==> src/rtl/main_game.sv <==
// main_game: six-colour, four-slot code-breaking game with VGA output.
//
// Ports
//   CLK0                system clock, all logic on its rising edge
//   RST_N               asynchronous active-low reset
//   BTN_RAW_LEFT/DOWN/RIGHT/UP/ENTER/DEBUG  raw active-high push buttons
//   LED0..LED3          hint LEDs (LEDk lit when k < exact matches; all lit on a win)
//   VGA_R/G/B           1-bit pixel colour
//   VGA_HSYNC/VSYNC     active-low 640x480 sync pulses
//
// Parameters
//   DEBOUNCE_CYCLES     stable samples required before a button level is accepted
//   MAX_GUESSES         checks allowed before the game is lost
//   PIX_DIV             clock cycles per VGA pixel
//
// Build option
//   MAIN_GAME_DEBUG_EN  when defined, holding DEBUG during play shows the secret
//                       in the lower screen band; otherwise DEBUG is ignored.
module main_game #(
  parameter int DEBOUNCE_CYCLES = 16,
  parameter int MAX_GUESSES     = 10,
  parameter int PIX_DIV         = 2
) (
  input  logic CLK0,
  input  logic RST_N,
  input  logic BTN_RAW_LEFT,
  input  logic BTN_RAW_DOWN,
  input  logic BTN_RAW_RIGHT,
  input  logic BTN_RAW_UP,
  input  logic BTN_RAW_ENTER,
  input  logic BTN_RAW_DEBUG,
  output logic LED0,
  output logic LED1,
  output logic LED2,
  output logic LED3,
  output logic VGA_R,
  output logic VGA_G,
  output logic VGA_B,
  output logic VGA_HSYNC,
  output logic VGA_VSYNC
);

  localparam logic [2:0] S_IDLE  = 3'd0;
  localparam logic [2:0] S_GEN   = 3'd1;
  localparam logic [2:0] S_PLAY  = 3'd2;
  localparam logic [2:0] S_CHECK = 3'd3;
  localparam logic [2:0] S_WIN   = 3'd4;
  localparam logic [2:0] S_LOSE  = 3'd5;

`ifdef MAIN_GAME_DEBUG_EN
  localparam int N_BTN = 6;
`else
  localparam int N_BTN = 5;
`endif

  localparam int DB_W  = $clog2(DEBOUNCE_CYCLES + 1);
  localparam int GC_W  = $clog2(MAX_GUESSES + 1);
  localparam int DIV_W = (PIX_DIV > 1) ? $clog2(PIX_DIV) : 1;

  localparam logic [DB_W-1:0]  DB_LAST  = DB_W'(DEBOUNCE_CYCLES - 1);
  localparam logic [GC_W-1:0]  GC_MAX   = GC_W'(MAX_GUESSES);
  localparam logic [DIV_W-1:0] DIV_LAST = DIV_W'(PIX_DIV - 1);

  localparam logic [9:0] H_ACTIVE = 10'd640;
  localparam logic [9:0] H_SYNC_B = 10'd656;
  localparam logic [9:0] H_SYNC_E = 10'd751;
  localparam logic [9:0] H_LAST   = 10'd799;
  localparam logic [9:0] V_ACTIVE = 10'd480;
  localparam logic [9:0] V_SPLIT  = 10'd240;
  localparam logic [9:0] V_CURSOR = 10'd232;
  localparam logic [9:0] V_SYNC_B = 10'd490;
  localparam logic [9:0] V_SYNC_E = 10'd491;
  localparam logic [9:0] V_LAST   = 10'd524;

  // Button bit order: 0 LEFT, 1 DOWN, 2 RIGHT, 3 UP, 4 ENTER, 5 DEBUG.
  logic [N_BTN-1:0] btn_raw;
  logic             debug_view;

`ifdef MAIN_GAME_DEBUG_EN
  assign btn_raw = {BTN_RAW_DEBUG, BTN_RAW_ENTER, BTN_RAW_UP,
                    BTN_RAW_RIGHT, BTN_RAW_DOWN, BTN_RAW_LEFT};
`else
  logic unused_debug;
  assign unused_debug = BTN_RAW_DEBUG;
  assign btn_raw = {BTN_RAW_ENTER, BTN_RAW_UP, BTN_RAW_RIGHT,
                    BTN_RAW_DOWN, BTN_RAW_LEFT};
`endif

  logic [N_BTN-1:0] sync1, sync2, db_level;
  logic [DB_W-1:0]  db_cnt [N_BTN];
  logic [4:0]       press;

  // NOTE: sequential state is written with non-blocking assignments so every
  // flop samples the values from before the clock edge.
  always_ff @(posedge CLK0 or negedge RST_N) begin
    if (!RST_N) begin
      sync1    <= '0;
      sync2    <= '0;
      db_level <= '0;
      press    <= '0;
      for (int i = 0; i < N_BTN; i++) db_cnt[i] <= '0;
    end else begin
      sync1 <= btn_raw;
      sync2 <= sync1;
      // The counter only runs while the synchronised level disagrees with the
      // accepted one; any agreeing sample restarts the stability window.
      for (int i = 0; i < N_BTN; i++) begin
        if (sync2[i] == db_level[i]) begin
          db_cnt[i] <= '0;
        end else if (db_cnt[i] == DB_LAST) begin
          db_level[i] <= sync2[i];
          db_cnt[i]   <= '0;
        end else begin
          db_cnt[i] <= db_cnt[i] + 1'b1;
        end
      end
      // One-cycle pulse on an accepted 0->1 transition.
      for (int i = 0; i < 5; i++)
        press[i] <= sync2[i] & ~db_level[i] & (db_cnt[i] == DB_LAST);
    end
  end

`ifdef MAIN_GAME_DEBUG_EN
  assign debug_view = db_level[5];
`else
  assign debug_view = 1'b0;
`endif

  // Fixed priority ENTER > UP > DOWN > LEFT > RIGHT; losers are dropped.
  logic do_enter, do_up, do_down, do_left, do_right;
  assign do_enter = press[4];
  assign do_up    = press[3] & ~press[4];
  assign do_down  = press[1] & ~(press[4] | press[3]);
  assign do_left  = press[0] & ~(press[4] | press[3] | press[1]);
  assign do_right = press[2] & ~(press[4] | press[3] | press[1] | press[0]);

  // x^16+x^14+x^13+x^11+1, shifting towards the MSB.
  logic [15:0] lfsr;
  always_ff @(posedge CLK0 or negedge RST_N) begin
    if (!RST_N) lfsr <= 16'hACE1;
    else        lfsr <= {lfsr[14:0], lfsr[15] ^ lfsr[13] ^ lfsr[12] ^ lfsr[10]};
  end

  function automatic logic [2:0] mod6(input logic [2:0] v);
    return (v >= 3'd6) ? v - 3'd6 : v;
  endfunction

  function automatic logic [2:0] colour_rgb(input logic [2:0] c);
    case (c)
      3'd0:    return 3'b011;
      3'd1:    return 3'b100;
      3'd2:    return 3'b010;
      3'd3:    return 3'b001;
      3'd4:    return 3'b110;
      3'd5:    return 3'b101;
      default: return 3'b000;
    endcase
  endfunction

  logic [2:0]      state;
  logic [2:0]      secret [4];
  logic [2:0]      guess  [4];
  logic [1:0]      cursor;
  logic [GC_W-1:0] gcnt;
  logic [2:0]      exact_q, white_q;

  // Scoring: exact position matches, and colour matches regardless of position.
  logic [2:0] exact_c, total_c, cnt_s, cnt_g;
  // NOTE: every variable gets a default at the top so no path infers a latch.
  always_comb begin
    exact_c = '0;
    total_c = '0;
    cnt_s   = '0;
    cnt_g   = '0;
    for (int i = 0; i < 4; i++)
      if (guess[i] == secret[i]) exact_c = exact_c + 3'd1;
    for (int c = 0; c < 6; c++) begin
      cnt_s = '0;
      cnt_g = '0;
      for (int i = 0; i < 4; i++) begin
        if (secret[i] == 3'(c)) cnt_s = cnt_s + 3'd1;
        if (guess[i]  == 3'(c)) cnt_g = cnt_g + 3'd1;
      end
      total_c = total_c + ((cnt_s < cnt_g) ? cnt_s : cnt_g);
    end
  end

  logic [GC_W-1:0] gcnt_next;
  assign gcnt_next = gcnt + 1'b1;

  // NOTE: secret/guess are a few flops, not a RAM, so they take the async
  // reset like every other register and nothing survives a mid-game reset.
  always_ff @(posedge CLK0 or negedge RST_N) begin
    if (!RST_N) begin
      state   <= S_IDLE;
      cursor  <= '0;
      gcnt    <= '0;
      exact_q <= '0;
      white_q <= '0;
      for (int i = 0; i < 4; i++) begin
        secret[i] <= '0;
        guess[i]  <= '0;
      end
    end else begin
      case (state)
        S_IDLE: if (do_enter) state <= S_GEN;
        S_GEN: begin
          for (int i = 0; i < 4; i++) begin
            secret[i] <= mod6(lfsr[3*i +: 3]);
            guess[i]  <= '0;
          end
          cursor  <= '0;
          gcnt    <= '0;
          exact_q <= '0;
          white_q <= '0;
          state   <= S_PLAY;
        end
        S_PLAY: begin
          if (do_enter)      state <= S_CHECK;
          else if (do_up)    guess[cursor] <= (guess[cursor] == 3'd5) ? 3'd0 : guess[cursor] + 3'd1;
          else if (do_down)  guess[cursor] <= (guess[cursor] == 3'd0) ? 3'd5 : guess[cursor] - 3'd1;
          else if (do_left)  cursor <= cursor - 2'd1;
          else if (do_right) cursor <= cursor + 2'd1;
        end
        S_CHECK: begin
          exact_q <= exact_c;
          white_q <= total_c - exact_c;
          gcnt    <= gcnt_next;
          if (exact_c == 3'd4)          state <= S_WIN;
          else if (gcnt_next == GC_MAX) state <= S_LOSE;
          else                          state <= S_PLAY;
        end
        S_WIN, S_LOSE: if (do_enter) state <= S_IDLE;
        default: state <= S_IDLE;
      endcase
    end
  end

  logic [3:0] led_vec;
  always_comb begin
    led_vec = 4'b0000;
    if (state == S_WIN) begin
      led_vec = 4'b1111;
    end else if (state == S_PLAY || state == S_CHECK) begin
      case (exact_q)
        3'd0:    led_vec = 4'b0000;
        3'd1:    led_vec = 4'b0001;
        3'd2:    led_vec = 4'b0011;
        3'd3:    led_vec = 4'b0111;
        default: led_vec = 4'b1111;
      endcase
    end
  end
  assign {LED3, LED2, LED1, LED0} = led_vec;

  logic [DIV_W-1:0] div_cnt;
  logic [9:0]       h_cnt, v_cnt;
  always_ff @(posedge CLK0 or negedge RST_N) begin
    if (!RST_N) begin
      div_cnt <= '0;
      h_cnt   <= '0;
      v_cnt   <= '0;
    end else if (div_cnt == DIV_LAST) begin
      div_cnt <= '0;
      if (h_cnt == H_LAST) begin
        h_cnt <= '0;
        v_cnt <= (v_cnt == V_LAST) ? 10'd0 : v_cnt + 10'd1;
      end else begin
        h_cnt <= h_cnt + 10'd1;
      end
    end else begin
      div_cnt <= div_cnt + 1'b1;
    end
  end

  assign VGA_HSYNC = !(h_cnt >= H_SYNC_B && h_cnt <= H_SYNC_E);
  assign VGA_VSYNC = !(v_cnt >= V_SYNC_B && v_cnt <= V_SYNC_E);

  // Screen split into four 160-pixel columns, one per code slot.
  logic [1:0] band;
  logic [2:0] total_q, rgb;
  assign band    = (h_cnt >= 10'd480) ? 2'd3 : (h_cnt >= 10'd320) ? 2'd2 :
                   (h_cnt >= 10'd160) ? 2'd1 : 2'd0;
  assign total_q = exact_q + white_q;

  always_comb begin
    rgb = 3'b000;
    if (state != S_IDLE && h_cnt < H_ACTIVE && v_cnt < V_ACTIVE) begin
      if (v_cnt < V_SPLIT) begin
        if (v_cnt >= V_CURSOR && band == cursor) rgb = 3'b111;
        else                                      rgb = colour_rgb(guess[band]);
      end else if (state == S_WIN) begin
        rgb = 3'b010;
      end else if (state == S_LOSE || (state == S_PLAY && debug_view)) begin
        rgb = colour_rgb(secret[band]);
      end else if ({1'b0, band} < exact_q) begin
        rgb = 3'b100;
      end else if ({1'b0, band} < total_q) begin
        rgb = 3'b111;
      end
    end
  end
  assign {VGA_R, VGA_G, VGA_B} = rgb;

endmodule

==> config.mk <==
export PLATFORM = sky130hd
export DESIGN_NAME = main_game
export DESIGN_NICKNAME = d
export VERILOG_FILES = /design/src/rtl/main_game.sv
export SDC_FILE = /design/constraint.sdc
export NUM_CORES = 1
export LEC_CHECK = 0
export CELL_PAD_IN_SITES_DETAIL_PLACEMENT = 1
export CELL_PAD_IN_SITES_GLOBAL_PLACEMENT = 2
export CORE_ASPECT_RATIO = 0.9
export CORE_MARGIN = 5
export CORE_UTILIZATION = 44
export DETAILED_ROUTE_END_ITERATION = 8
export GPL_TIMING_DRIVEN = 0
export HOLD_SLACK_MARGIN = 0.12
export PLACE_DENSITY_LB_ADDON = 0.2
export SLEW_MARGIN = 20
export SYNTH_ARGS = -nofsm -noshare
export SYNTH_HDL_FRONTEND = slang
export SYNTH_SLANG_ARGS = --single-unit
==> constraint.sdc <==
create_clock -name CLK0 -period 13.3 [get_ports CLK0]
set_clock_uncertainty 0.2 [all_clocks]
set_input_delay 3.99 -clock CLK0 [delete_from_list [all_inputs] [get_ports CLK0]]
set_output_delay 3.99 -clock CLK0 [all_outputs]
set_load 0.02 [all_outputs]
==> impl_metrics.tcl, run 1 <==
set metrics [dict create \
    outcome "completed" \
    p_leak_nw 4.45 \
    async_reset_ff_share_pct 100 \
    crit_path_max_fanout 5 \
    post-route-util_pct 50.5 \
    worstPathCellList "ha_1, fa_1, inv_1, ha_1, a21boi_0, o21ai_0, nor2b_1, a211oi_1, o31ai_1, clkdlybuf4s50_1" \
    postSynthCellCount 943 \
    num-fill-cells 2227 \
    r2r_cells 25 \
    grt_pass1_vias 7056 \
    dp_slack_ns 6.13 \
    gr-total-overflow 0 \
    r2r_start "secret[8]" \
    crit_top_cell "ha_1" \
    irDropWorstVdd_mv 0.0915 \
    p_total_w 0.000826 \
    dpl_cell_area_um2 9190 \
    routed_via_density 5.41 \
    startpoint "exact_q[0]" \
    clockBufferDepth 2 \
    fp.dieH_um 143 \
    cts_hold_buf 0 \
    dieArea_um2 22700 \
    gp_congestion 0.820 \
    core-area_um2 19300 \
    setup_viol 0 \
    rows 48 \
    synthFlopType "dfrtp_1" \
    slew_headroom_pct 50.3 \
    worst-path-buf-inv 2 \
    insertion_delay_ns 0.41 \
    ys_seq_elements 121 \
    via_count 6714 \
    hpwl_mm 16.0 \
    gr-usage-all-layers_pct 20.3 \
    cp-start-kind "flip-flop" \
    worst_slack_ns 5.66 \
    cap_violations 0 \
    layout_common_cells "dfrtp_1, ha_1, nand2_1" \
    ios 17 \
    hold_path_startpoint "sync1[4]" \
    htree_levels 4 \
    ant_nets 0 \
    stdcell_area_um2 9740 \
    fin_nets 1075 \
    cts.sinks 121 \
    criticalPathCategory "flip-flop to primary output" \
    syn_area_per_cell_um2 9.22 \
    multi_input_area_um2 5160 \
    p_per_area_nw_per_um2 84.8 \
    drive_gt1_share_pct 10.1 \
    clkSlewWorstSetupHoldPaths_ns 0.07 \
    slew_violations 0 \
    cts_made_buffers 17 \
    cp_slowest_cell "clkdlybuf4s50_1" \
    critPathMaxStageDelay_ns 0.65 \
    syn_area_um2 8690 \
    finalCritPeriodShare_pct 57.5 \
    rsz0062_at_grt "no" \
    synthesis.nets 1040 \
    ys_seq_area_share_pct 34.9 \
    hold_path.class "flip-flop to flip-flop" \
    fin_setup_tns_ns 0 \
    cts_tree "built" \
    yosys_warnings 0 \
    crit_path_end_kind "primary output" \
    cts_resized 0 \
    crit_arrival_ns 3.45 \
    drc_errors 0 \
    final_common_cell "dfrtp_1" \
    routed_wl_mm 21.8 \
    antennaDiodeCount 0 \
    first_pass_iters 6 \
    syn_to_final_growth_pct 12.0 \
    port_buffers 15 \
    grt_pass1_wl_mm 36.4 \
    timing.fmax_mhz 131 \
    cts_root_buf "clkbuf_16" \
    cp_data_required_time_ns 9.11 \
    grt_max_degree 71 \
    wl_per_cell_um 17.5 \
    finalHoldViolCount 0 \
    antenna_found_initial 0 \
    yosysUniqueCellTypes 71 \
    regArea_um2 3040 \
    drt_iter0_drc 201 \
    cp.depth 10 \
    cts_setup_buffers 0 \
    synth_edf_count 0 \
    start_util_pct 45.1 \
    worstMarginPinSlew_ns 0.738 \
    fp.dieW_um 158 \
    hold_depth 0 \
    path_delay_family "adder cells" \
    fin_crit_ns 7.64 \
]
[worst paths after layout]
kind,endpoint,slack (ns)
max,VGA_B,5.66
max in group asynchronous,lfsr[5],8.84
min,sync2[4],0.15
min reg2reg,sync2[4],0.15
min in group asynchronous,db_cnt[6],3.30
max reg2reg,white_q[2],6.70
[state kept, by name, indices dropped and copies added (netlist names), 5 cells and up]
name and cells:
secret 12, press 5, h_cnt 10, lfsr 16
sync1 5, db_level 5, guess 12, sync2 5
v_cnt 10, db_cnt 25
[Yosys cell counts (4+ instances only)]
cell type | count | share of area (%)
a21boi_0 | 7 | 0.60
fa_1 | 7 | 1.6
or2_2 | 4 | 0.29
nand2b_1 | 18 | 1.3
xor2_1 | 36 | 3.6
xnor2_1 | 59 | 5.9
clkbuf_1 | 28 | 1.2
inv_1 | 74 | 3.2
mux2_2 | 19 | 2.5
and2_1 | 13 | 0.94
o21bai_1 | 6 | 0.52
nor4_1 | 4 | 0.29
a211oi_1 | 6 | 0.52
and3_1 | 10 | 0.72
nor3_1 | 31 | 1.8
o21ai_0 | 63 | 3.6
nand4_1 | 8 | 0.58
nor3b_2 | 4 | 0.58
dfrtp_1 | 113 | 33
a21oi_1 | 22 | 1.3
nand2_1 | 79 | 3.4
buf_2 | 10 | 0.58
nor2b_1 | 6 | 0.43
and3b_1 | 8 | 0.81
o21a_1 | 5 | 0.43
ha_1 | 82 | 12
dfstp_2 | 8 | 2.4
nand3_1 | 30 | 1.7
nor2_1 | 69 | 3.0
or3_1 | 5 | 0.36
mux2i_1 | 13 | 1.5
o31ai_1 | 5 | 0.43
nand3b_1 | 16 | 1.4
nor3b_1 | 13 | 1.1
[final cells by class]
class,instances,share of cell area (%)
Multi-Input combinational cell,703,53.0
Sequential cell,121,31.2
Clock buffer,18,4.51
Tap cell,250,3.21
Inverter,74,2.85
Buffer,45,2.21
Timing Repair Buffer,16,1.84
Clock inverter,14,1.16
[worst register-to-register path: cells and delay by family, from the launching register on]
kind	cells	cell delay [ns]
fa+ha+maj	8	2.82
xor+xnor	5	0.95
buf+inv	5	0.72
simple gates	2	0.68
mux	2	0.54
flops	1	0.32
compound gates	3	0.26
[stage by stage]
step / cells / hold slack, ns
2_1_floorplan: 943 / 0.131
3_3_place_gp: 1208 / 0.132
3_5_place_dp: 1209 / 0.136
4_1_cts: 1241 / 0.150
5_1_grt: 1241 / 0.163
6_report: 1241 / 0.147
[routing by layer]
layer,wire [µm],track usage (%),vias to the layer above
met5,0,0,-
met4,268,4.67,0
met3,499,2.86,20
met2,10700,35.2,84
met1,10300,27.1,3319
li1,-,-,3291
[cell families (layout without fill, tap and decap cells)]
kind of cell    count (synthesis)  count (layout)  synth area share, %
compound gates                147             147                 10.7
xor+xnor                       96              96                 9.84
fa+ha+maj                      89              89                 13.4
buf+inv                       119             167                 5.67
flops                         121             121                 34.9
mux                            36              36                 4.91
simple gates                  335             335                 20.6
[power by group]
group / leakage, nW / switching (W) / internal [W]
Clock: 0.268 / 0.000183 / 0.000247
Combinational: 2.57 / 0.0000113 / 0.00000721
Sequential: 1.61 / 0.00000355 / 0.000374
Total: 4.45 / 0.000198 / 0.000628
No activity file was read; power rests on OpenSTA's default activity.
==> run 2: changes to the inputs <==
CORE_UTILIZATION = 37   (was 44)
clock period = 6.5 ns   (was 13.3 ns; I/O delays follow)
==> run 2 against run 1 <==
Die area is 18% higher. Clock power is 130% higher. Wire length is 0.27% higher. Register-to-register slack got worse by 6.4 ns. Final cell count rose by 3.9%. Combinational power rose by 100%. Critical path type is now flip-flop to flip-flop.
==> impl_metrics.tcl, run 2 (synthesis results as in run 1) <==
set metrics [dict create \
    slew_headroom_pct 46.7 \
    dieArea_um2 26700 \
    fp.dieW_um 172 \
    first_pass_iters 4 \
    num-fill-cells 2697 \
    ios 17 \
    criticalPathCategory "flip-flop to flip-flop" \
    largest_reg_flops 25 \
    fin_crit_ns 6.18 \
    gr-usage-all-layers_pct 17.3 \
    start_util_pct 37.4 \
    wl_per_cell_um 16.9 \
    crit_arrival_ns 6.28 \
    via_count 6563 \
    cap_violations 0 \
    critPathMaxStageDelay_ns 0.53 \
    crit_path_max_fanout 10 \
    rows 53 \
    regArea_um2 3050 \
    drt_iter0_drc 244 \
    gp_congestion 0.809 \
    finalHoldViolCount 0 \
    cp_slowest_cell "or3b_2" \
    core-area_um2 23300 \
    p_leak_nw 4.50 \
    multi_input_area_um2 5210 \
    cts_root_buf "clkbuf_16" \
    fin_setup_tns_ns 0 \
    routed_wl_mm 21.8 \
    outcome "completed" \
    hold_path.class "flip-flop to flip-flop" \
    grt_pass1_vias 6910 \
    grt_max_degree 79 \
    clockBufferDepth 2 \
    port_buffers 15 \
    antenna_found_initial 0 \
    irDropWorstVdd_mv 0.170 \
    syn_to_final_growth_pct 14.4 \
    final_common_cell "dfrtp_1" \
    finalCritPeriodShare_pct 95.0 \
    r2r_slack_ns 0.32 \
    slew_violations 0 \
    fin_hold_ws_ns 0.148 \
    p_per_area_nw_per_um2 180 \
    worst-path-buf-inv 2 \
    gr-total-overflow 0 \
    post-route-util_pct 42.7 \
    ant_nets 0 \
    crit_path_end_kind "flip-flop" \
    htree_levels 4 \
    cts_made_buffers 17 \
    path_delay_family "adder cells" \
    drive_gt1_share_pct 12.9 \
    worstPathCellList "or3b_2, inv_1, ha_1, xor2_2, ha_1, mux2i_2, ha_1, o21ai_0, a21oi_1, nor2_1, mux2_2, fa_2, fa_1, inv_1, fa_1, ha_1, ha_1, xnor2_1, xnor2_1, xnor2_1, xnor2_1, o21ai_1" \
    regMostFlops "db_cnt" \
    worstMarginPinSlew_ns 0.793 \
    hpwl_mm 16.1 \
    fp.dieH_um 155 \
    cts_tree "built" \
    fin_nets 1071 \
    antennaDiodeCount 0 \
    routed_via_density 5.09 \
    cts.sinks 121 \
    p_total_w 0.00179 \
    timing.fmax_mhz 162 \
    grt_pass1_wl_mm 36.5 \
    layout_common_cells "dfrtp_1, ha_1, nand2_1" \
    insertion_delay_ns 0.42 \
    top_regs "db_cnt x25, lfsr x16" \
    crit_top_cell "ha_1" \
    clkSlewWorstSetupHoldPaths_ns 0.07 \
    cp_data_required_time_ns 6.60 \
    setup_viol 0 \
    drc_errors 0 \
    cts_hold_buf 0 \
    cp-start-kind "flip-flop" \
]
[run 2: through the flow]
step / cells / instance area [µm²] / setup slack, ns
global route: 1289 / 9940 / -0.000750
CTS: 1283 / 9830 / 0.0221
detailed placement: 1261 / 9260 / -0.237
global placement: 1260 / 9220 / -1.67
floorplan: 943 / 8690 / 0.637
finish: 1289 / 9940 / 0.323
[run 2: cell type report]
cell class,instances,share of cell area [%]
Clock inverter,13,1.60
Multi-Input combinational cell,703,52.4
Tap cell,302,3.80
Inverter,74,2.79
Timing Repair Buffer,24,2.44
Sequential cell,121,30.7
Clock buffer,19,4.56
Buffer,33,1.71
[run 2: per-layer routing]
| metal | GRT usage (%) | share of wire [%] |
|---|---|---|
| met5 | 0 | 0 |
| met4 | 4.94 | 2.0 |
| met3 | 2.62 | 2.4 |
| met2 | 29.2 | 48 |
| met1 | 22.9 | 48 |
[run 2: worst paths after layout]
check,startpoint,end,cells past startpoint
max,guess[6],white_q[2],22
min,sync1[2],sync2[2],0
max reg2reg,guess[6],white_q[2],22
min reg2reg,sync1[2],sync2[2],0
max in group asynchronous,RST_N,lfsr[13],2
min in group asynchronous,RST_N,db_cnt[6],1
[run 2: what timing repair did]
action	in CTS	in global routing
pin swaps	0	5
gates resized for setup	3	18
setup buffers	0	8
endpoints found under the hold margin	0	0
endpoints found under the setup margin	1	1
[run 2: worst reg2reg max path: cells and delay by family (launching register included)]
kind / cells / cell delay [ns]
fa+ha+maj: 8 / 2.80
xor+xnor: 5 / 0.92
simple gates: 2 / 0.70
mux: 2 / 0.56
flops: 1 / 0.50
compound gates: 3 / 0.26
buf+inv: 2 / 0.14
[run 2: power by group]
group | switching (W) | leakage (nW) | internal [W]
Clock | 0.000386 | 0.295 | 0.000597
Sequential | 0.00000659 | 1.59 | 0.000764
Combinational | 0.0000229 | 2.61 | 0.0000147
Total | 0.000416 | 4.50 | 0.00138
